**src/rtl/prefetch_unit_pkg.sv**
```systemverilog
// prefetch_unit_pkg: shared core constants and helpers for the prefetch unit
package prefetch_unit_pkg;
  localparam int XLEN_DEF = 32;
  localparam int DEPTH_DEF = 4;
  localparam logic [31:0] RESET_VECTOR_DEF = 32'h0000_0000;
  localparam logic [31:0] EXC_VECTOR_DEF = 32'h0000_0004;
  localparam logic [31:0] NOP = 32'h0000_0013;
  function automatic logic misaligned(input logic [1:0] lo);
    return |lo;
  endfunction
endpackage

```
**src/rtl/prefetch_unit_if.sv**
```systemverilog
// prefetch_unit_if: instruction memory and decode-side handshake bundle
interface prefetch_unit_if
  import prefetch_unit_pkg::*;
#(parameter int XLEN = XLEN_DEF);
  logic im_req;
  logic [XLEN-1:0] im_addr;
  logic im_ack;
  logic [31:0] im_do;
  logic out_valid;
  logic out_ready;
  logic [31:0] out_inst;
  logic [XLEN-1:0] out_pc;
  logic out_misaligned;
  modport master(
    output im_req, im_addr, out_valid, out_inst, out_pc, out_misaligned,
    input im_ack, im_do, out_ready
  );
  modport slave(
    input im_req, im_addr, out_valid, out_inst, out_pc, out_misaligned,
    output im_ack, im_do, out_ready
  );
endinterface

```
**src/rtl/prefetch_unit_sync_fifo.sv**
```systemverilog
// sync_fifo: power-of-two circular queue with registered pointers and occupancy count
module sync_fifo #(
  parameter int WIDTH = 8,
  parameter int DEPTH = 4,
  localparam int AW = $clog2(DEPTH)
) (
  input logic clk,
  input logic resetb,
  input logic clr,
  input logic push,
  input logic pop,
  input logic [WIDTH-1:0] wdata,
  output logic [WIDTH-1:0] rdata,
  output logic [AW:0] count
);
  logic [WIDTH-1:0] mem [DEPTH];
  logic [AW-1:0] wr, rd;
  assign rdata = mem[rd];
  always_ff @(posedge clk or negedge resetb)
    if (!resetb) begin
      wr <= '0;
      rd <= '0;
      count <= '0;
    end else if (clr) begin
      wr <= '0;
      rd <= '0;
      count <= '0;
    end else begin
      wr <= push ? wr + AW'(1) : wr;
      rd <= pop ? rd + AW'(1) : rd;
      count <= count + (AW+1)'(push) - (AW+1)'(pop);
    end
  always_ff @(posedge clk)
    if (push && !clr) mem[wr] <= wdata;
endmodule

```
**src/rtl/prefetch_unit.sv**
```systemverilog
// prefetch_unit: single-outstanding instruction fetcher with reserved-slot queue, flush and misaligned marker
module prefetch_unit
  import prefetch_unit_pkg::*;
#(
  parameter int XLEN = XLEN_DEF,
  parameter int DEPTH = DEPTH_DEF,
  parameter logic [XLEN-1:0] RESET_VECTOR = RESET_VECTOR_DEF,
  parameter logic [XLEN-1:0] EXC_VECTOR = EXC_VECTOR_DEF
) (
  input logic clk,
  input logic resetb,
  input logic redirect_valid,
  input logic [XLEN-1:0] redirect_pc,
  input logic exception_take,
  prefetch_unit_if.master bus
);
  localparam int AW = $clog2(DEPTH);
  localparam int W = 32 + XLEN + 1;
  logic req, discard, halted, flush, accept, mark, push, pop, go, pend_n;
  logic [XLEN-1:0] addr, pc, pc_n, tgt;
  logic [AW:0] cnt, cnt_n;
  logic [W-1:0] wdata, rdata;
  assign flush = exception_take | redirect_valid;
  assign tgt = exception_take ? EXC_VECTOR : redirect_pc;
  assign accept = req & bus.im_ack & ~discard;
  assign mark = ~flush & ~halted & ~req & misaligned(pc[1:0]) & (cnt < (AW+1)'(DEPTH));
  assign push = (accept & ~flush) | mark;
  assign pop = bus.out_valid & bus.out_ready & ~flush;
  assign pend_n = req & ~bus.im_ack;
  assign pc_n = flush ? tgt : accept ? addr + XLEN'(4) : pc;
  assign cnt_n = flush ? '0 : cnt + (AW+1)'(push) - (AW+1)'(pop);
  assign go = ~pend_n & (flush | ~halted) & (cnt_n < (AW+1)'(DEPTH)) & ~misaligned(pc_n[1:0]);
  assign wdata = mark ? {NOP, pc, 1'b1} : {bus.im_do, addr, 1'b0};
  always_ff @(posedge clk or negedge resetb)
    if (!resetb) begin
      req <= 1'b0;
      discard <= 1'b0;
      halted <= 1'b0;
      addr <= RESET_VECTOR;
      pc <= RESET_VECTOR;
    end else begin
      req <= pend_n | go;
      discard <= pend_n & (discard | flush);
      halted <= ~flush & (halted | mark);
      addr <= go ? pc_n : addr;
      pc <= pc_n;
    end
  sync_fifo #(.WIDTH(W), .DEPTH(DEPTH)) u_fifo (
    .clk,
    .resetb,
    .clr(flush),
    .push,
    .pop,
    .wdata,
    .rdata,
    .count(cnt)
  );
  assign bus.im_req = req;
  assign bus.im_addr = addr;
  assign bus.out_valid = |cnt;
  assign {bus.out_inst, bus.out_pc, bus.out_misaligned} = rdata;
endmodule

```
**src/flat_wrapper.sv**
```systemverilog
// flat-port wrapper written by rule: the top's interface ports become plain ports
module prefetch_unit_flat import prefetch_unit_pkg::*;
#(
  parameter int XLEN = XLEN_DEF,
  parameter int DEPTH = DEPTH_DEF,
  parameter logic [XLEN-1:0] RESET_VECTOR = RESET_VECTOR_DEF,
  parameter logic [XLEN-1:0] EXC_VECTOR = EXC_VECTOR_DEF
)
  (clk, resetb, redirect_valid, redirect_pc, exception_take, bus_im_req, bus_im_addr, bus_out_valid, bus_out_inst, bus_out_pc, bus_out_misaligned, bus_im_ack, bus_im_do, bus_out_ready);
  prefetch_unit_if #(.XLEN(XLEN)) bus_i ();
  input logic clk;
  input logic resetb;
  input logic redirect_valid;
  input logic [XLEN-1:0] redirect_pc;
  input logic exception_take;
  output wire logic [$bits(bus_i.im_req)-1:0] bus_im_req;
  output wire logic [$bits(bus_i.im_addr)-1:0] bus_im_addr;
  output wire logic [$bits(bus_i.out_valid)-1:0] bus_out_valid;
  output wire logic [$bits(bus_i.out_inst)-1:0] bus_out_inst;
  output wire logic [$bits(bus_i.out_pc)-1:0] bus_out_pc;
  output wire logic [$bits(bus_i.out_misaligned)-1:0] bus_out_misaligned;
  input wire logic [$bits(bus_i.im_ack)-1:0] bus_im_ack;
  input wire logic [$bits(bus_i.im_do)-1:0] bus_im_do;
  input wire logic [$bits(bus_i.out_ready)-1:0] bus_out_ready;
  assign bus_im_req = bus_i.im_req;
  assign bus_im_addr = bus_i.im_addr;
  assign bus_out_valid = bus_i.out_valid;
  assign bus_out_inst = bus_i.out_inst;
  assign bus_out_pc = bus_i.out_pc;
  assign bus_out_misaligned = bus_i.out_misaligned;
  assign bus_i.im_ack = bus_im_ack;
  assign bus_i.im_do = bus_im_do;
  assign bus_i.out_ready = bus_out_ready;
  prefetch_unit #(.XLEN(XLEN), .DEPTH(DEPTH), .RESET_VECTOR(RESET_VECTOR), .EXC_VECTOR(EXC_VECTOR)) u_core (.clk(clk), .resetb(resetb), .redirect_valid(redirect_valid), .redirect_pc(redirect_pc), .exception_take(exception_take), .bus(bus_i));
endmodule
```
**config.mk**
```make
export PLATFORM = sky130hd
export DESIGN_NAME = prefetch_unit_flat
export DESIGN_NICKNAME = d
export VERILOG_FILES = /design/src/rtl/prefetch_unit_pkg.sv /design/src/rtl/prefetch_unit_if.sv /design/src/rtl/prefetch_unit_sync_fifo.sv /design/src/rtl/prefetch_unit.sv /design/src/flat_wrapper.sv
export SDC_FILE = /design/constraint.sdc
export NUM_CORES = 1
export LEC_CHECK = 0
export BUFFER_PORTS_ARGS = -buffer_cell sky130_fd_sc_hd__buf_2
export CAP_MARGIN = 20
export CORE_ASPECT_RATIO = 2
export CORE_UTILIZATION = 52
export CTS_CLUSTER_DIAMETER = 50
export DETAILED_ROUTE_END_ITERATION = 7
export GPL_ROUTABILITY_DRIVEN = 0
export PLACE_DENSITY = 0.78
export SETUP_SLACK_MARGIN = 0.15
export SLEW_MARGIN = 20
export SYNTH_ARGS = -nofsm -noshare
export SYNTH_HDL_FRONTEND = slang
export SYNTH_HIERARCHICAL = 1
export SYNTH_SLANG_ARGS = --single-unit
```
**constraint.sdc**
```tcl
create_clock -name clk -period 3.87 [get_ports clk]
set_clock_uncertainty 0.1 [all_clocks]
set_input_delay 0.5805 -clock clk [delete_from_list [all_inputs] [get_ports clk]]
set_output_delay 0.5805 -clock clk [all_outputs]
set_load 0.05 [all_outputs]
```
==> results by group <==
Logic synthesis
  • Commonest cells in the netlist: edfxtp_1, dfrtp_1, mux4_2
  • Syn_area_per_cell: 16.9 um^2
  • Mux cell area share after synthesis: 15.4%
  • Most common cell in the synthesized netlist: edfxtp_1
  • Synthesized cell area: 14100 um^2
  • Ys async rst share: 22.2%
  • Seq cells post-synth: 334
  • Largest family of logic cells by synthesized area: multiplexers
  • EDFF count, synth: 260
  • Xor and xnor area share after synthesis: 1.72%
  • Cells after Synth: 834
  • Yosys top cell by area: edfxtp_1
  • Top FF cell, synth: edfxtp_1
  • Post-synthesis simple-gate area fraction: 7.55%
  • Adder-Cell Fraction of Synth Area: 0.942%
  • Synth Area in Compound Gates: 3.56%
  • Syn. warnings: 6
  • Yosys top cell area share: 55.5%
  • Post-synth net total: 914
  • Ranking of synthesized cells by area: edfxtp_1, dfrtp_1, mux4_2
  • Yosys cell types: 58
  • Sequential share of the synthesized area: 68.6%

Route
  • Remaining DRCs: 0
  • First-iteration detailed-routing DRC count: 493
  • Routed WL: 30.5 mm
  • Final ANT Viol Nets: 0
  • Via density: 5.83
  • WL per Instance: 22.3 um
  • Vias: 8004
  • Drt pass-1 iters: 5

Floorplan
  • Core box area: 26500 um^2
  • # IOs: 169
  • Die area: 27800 um^2
  • Initial Util: 53.2%
  • Die Y: 235 um
  • Die W: 118 um
  • Std-Cell Rows: 84

Global route
  • Global Route Usage Sum: 22.6%
  • Number of global-route vias before repair: 8540
  • Initial antenna violation count: 0
  • Largest net degree at the start of global routing: 71
  • First-pass GRT wire length: 47.1 mm
  • Grt ovf: 0

Setup path
  • Worst Path Required: 3190 ps
  • Arrival time at the worst endpoint: 2440 ps
  • CP Capture Type: output pin
  • Worst Setup Start Kind: flip-flop
  • Setup CP Type: flip-flop to output pin
  • Max FO, Critical Path: 24

Run status
  • Status: finished, final reports clean

Layout
  • Antenna diodes: 0
  • Finished Cell Area: 16200 um^2
  • Layout cell share with drive strength beyond 1: 36.3%
  • Area growth syn-to-layout: 15.3%
  • Final net count: 1088

CTS
  • Post-cts resize count: 0
  • CTS Buf Count: 27
  • CTS tree: done
  • CTS max path bufs: 3
  • H-tree Lvls: 1
  • Clock Latency Late Sink: 540 ps
  • CTS clk-pin slew, worst paths: 70 ps
  • Clock sinks: 334
  • CTS Root Cell: clkbuf_16

STA
  • Max-slew headroom: 36.9%
  • Tmin final: 3120 ps
  • Fmax achieved: 320 MHz
  • Worst Tran Pin Value: 947 ps
  • Setup TNS: 0 ps
  • Final hold viol count: 0
  • Final period util: 80.7%
  • Final setup fails: 0
  • Final Slew Violations: 0
  • Unrepaired setup endpoints after global routing: no

Placement
  • Port bufs: 168
  • Area of placed instances: 15400 um^2
  • Detailed Place HPWL: 20.2 mm

Power and ir drop
  • VDD IR max: 0.000376 V
  • Cell Pwr Density: 472 nW/um^2
  • Pleak: 5.84 nW

Min path
  • Hold WC Path Type: input port to flip-flop

Job
  • Max-cap violations: 0
metal layers:
layer | vias to the layer above | GRT usage (%) | part of all wire (%)
li1 | 3573 | - | -
met1 | 4071 | 25.2 | 36
met2 | 286 | 41.3 | 55
met3 | 74 | 2.50 | 4.6
met4 | 0 | 13.0 | 4.9
met5 | - | 0 | 0
cell families (layout without fill, tap and decap cells):
logic type | count (synthesis) | after routing
XOR/XNOR | 26 | 26
adder cells (fa/ha/maj) | 10 | 10
buffers and inverters | 58 | 252
AND/OR/NAND/NOR | 201 | 201
flip-flops | 334 | 334
AO/OA/AOI/OAI | 77 | 77
multiplexers | 128 | 128
registers in the layout, indices dropped and copies added (netlist names):
name                 flops
u_core/u_fifo/wr         2
u_core/u_fifo/count      3
u_core/bus.im_addr      32
u_core/u_fifo/rd         2
u_core/pc               32
u_core/halted            1
u_core/bus.im_req        1
u_core/discard           1
u_core/u_fifo/mem      260
cell type report:
cell class                      count  area [um^2]
Timing Repair Buffer              191         1140
Fill cell                        1988        10300
Clock inverter                     20          136
Tap cell                          344          430
Sequential cell                   334         9660
Multi-Input combinational cell    442         4130
Inverter                           12         45.0
Clock buffer                       29          683
critical path, cell delays in order, from the launching register on:
cell,delay (ps)
dfrtp_4,770
buf_12,280
mux4_2,580
buf_2,240
what timing repair did:
item / CTS / global route
hold buffers: 1 / 0
hold endpoints to repair: 16 / 0
setup buffers: 0 / 0
per-stage QoR:
step                      utilization (%)  total power, mW  hold WS (ps)  setup slack [ps]  instances
after floorplan                         -             4.85           185               103        834
after global placement               58.1             5.14           432               641       1322
after detailed placement             58.1             5.16           422               605       1322
after CTS                            61.3             7.72           173               668       1372
after global routing                 61.3             7.91           207               510       1372
final                                61.3             7.66           208               746       1372
path summary, 6_finish.rpt:
kind                                             startpoint                           endpoint  slack, ps  depth (start not counted)
hold / removal                              redirect_pc[17]            u_core/pc[17]$_DFF_PN0_        210                          2
setup reg to reg           u_core/u_fifo/count[2]$_DFF_PN0_  u_core/bus.im_addr[8]$_DFFE_PN0P_        770                         11
setup / recovery            u_core/u_fifo/rd[0]$_DFFE_PN0P_                     bus_out_pc[14]        750                          3
min in group asynchronous                            resetb            u_core/pc[27]$_DFF_PN0_        410                          2
hold reg to reg                    u_core/discard$_DFF_PN0_           u_core/discard$_DFF_PN0_        430                          1
max in group asynchronous                            resetb    u_core/u_fifo/rd[0]$_DFFE_PN0P_       2330                          3
placed cells by master, fill, tap and decap left out, types with 5 or more instances in the layout:
master,Yosys,layout
a21oi_1,23,23
a221oi_1,8,8
and4_1,7,7
buf_12,2,10
buf_2,13,168
buf_4,5,12
clkbuf_16,0,27
clkinv_1,0,6
clkinv_2,0,7
dfrtp_1,74,72
edfxtp_1,260,260
ha_1,9,9
inv_1,12,12
mux2_2,58,58
mux4_2,65,65
nand2_1,41,41
nand2b_1,5,5
nand3_1,11,11
nand4_1,9,9
nor2_1,48,48
nor2b_1,36,36
nor3_1,7,7
nor4_1,5,5
o21ai_0,13,13
o22ai_1,11,11
or2_2,5,5
xnor2_1,20,20
xor2_1,5,5
report_power, final:
group	switching, mW	leakage [nW]	internal (mW)
sequential	0.145	3.33	4.03
clock	1.22	0.400	1.35
combinational	0.613	2.11	0.305
No activity file was read; power rests on OpenSTA's default activity.
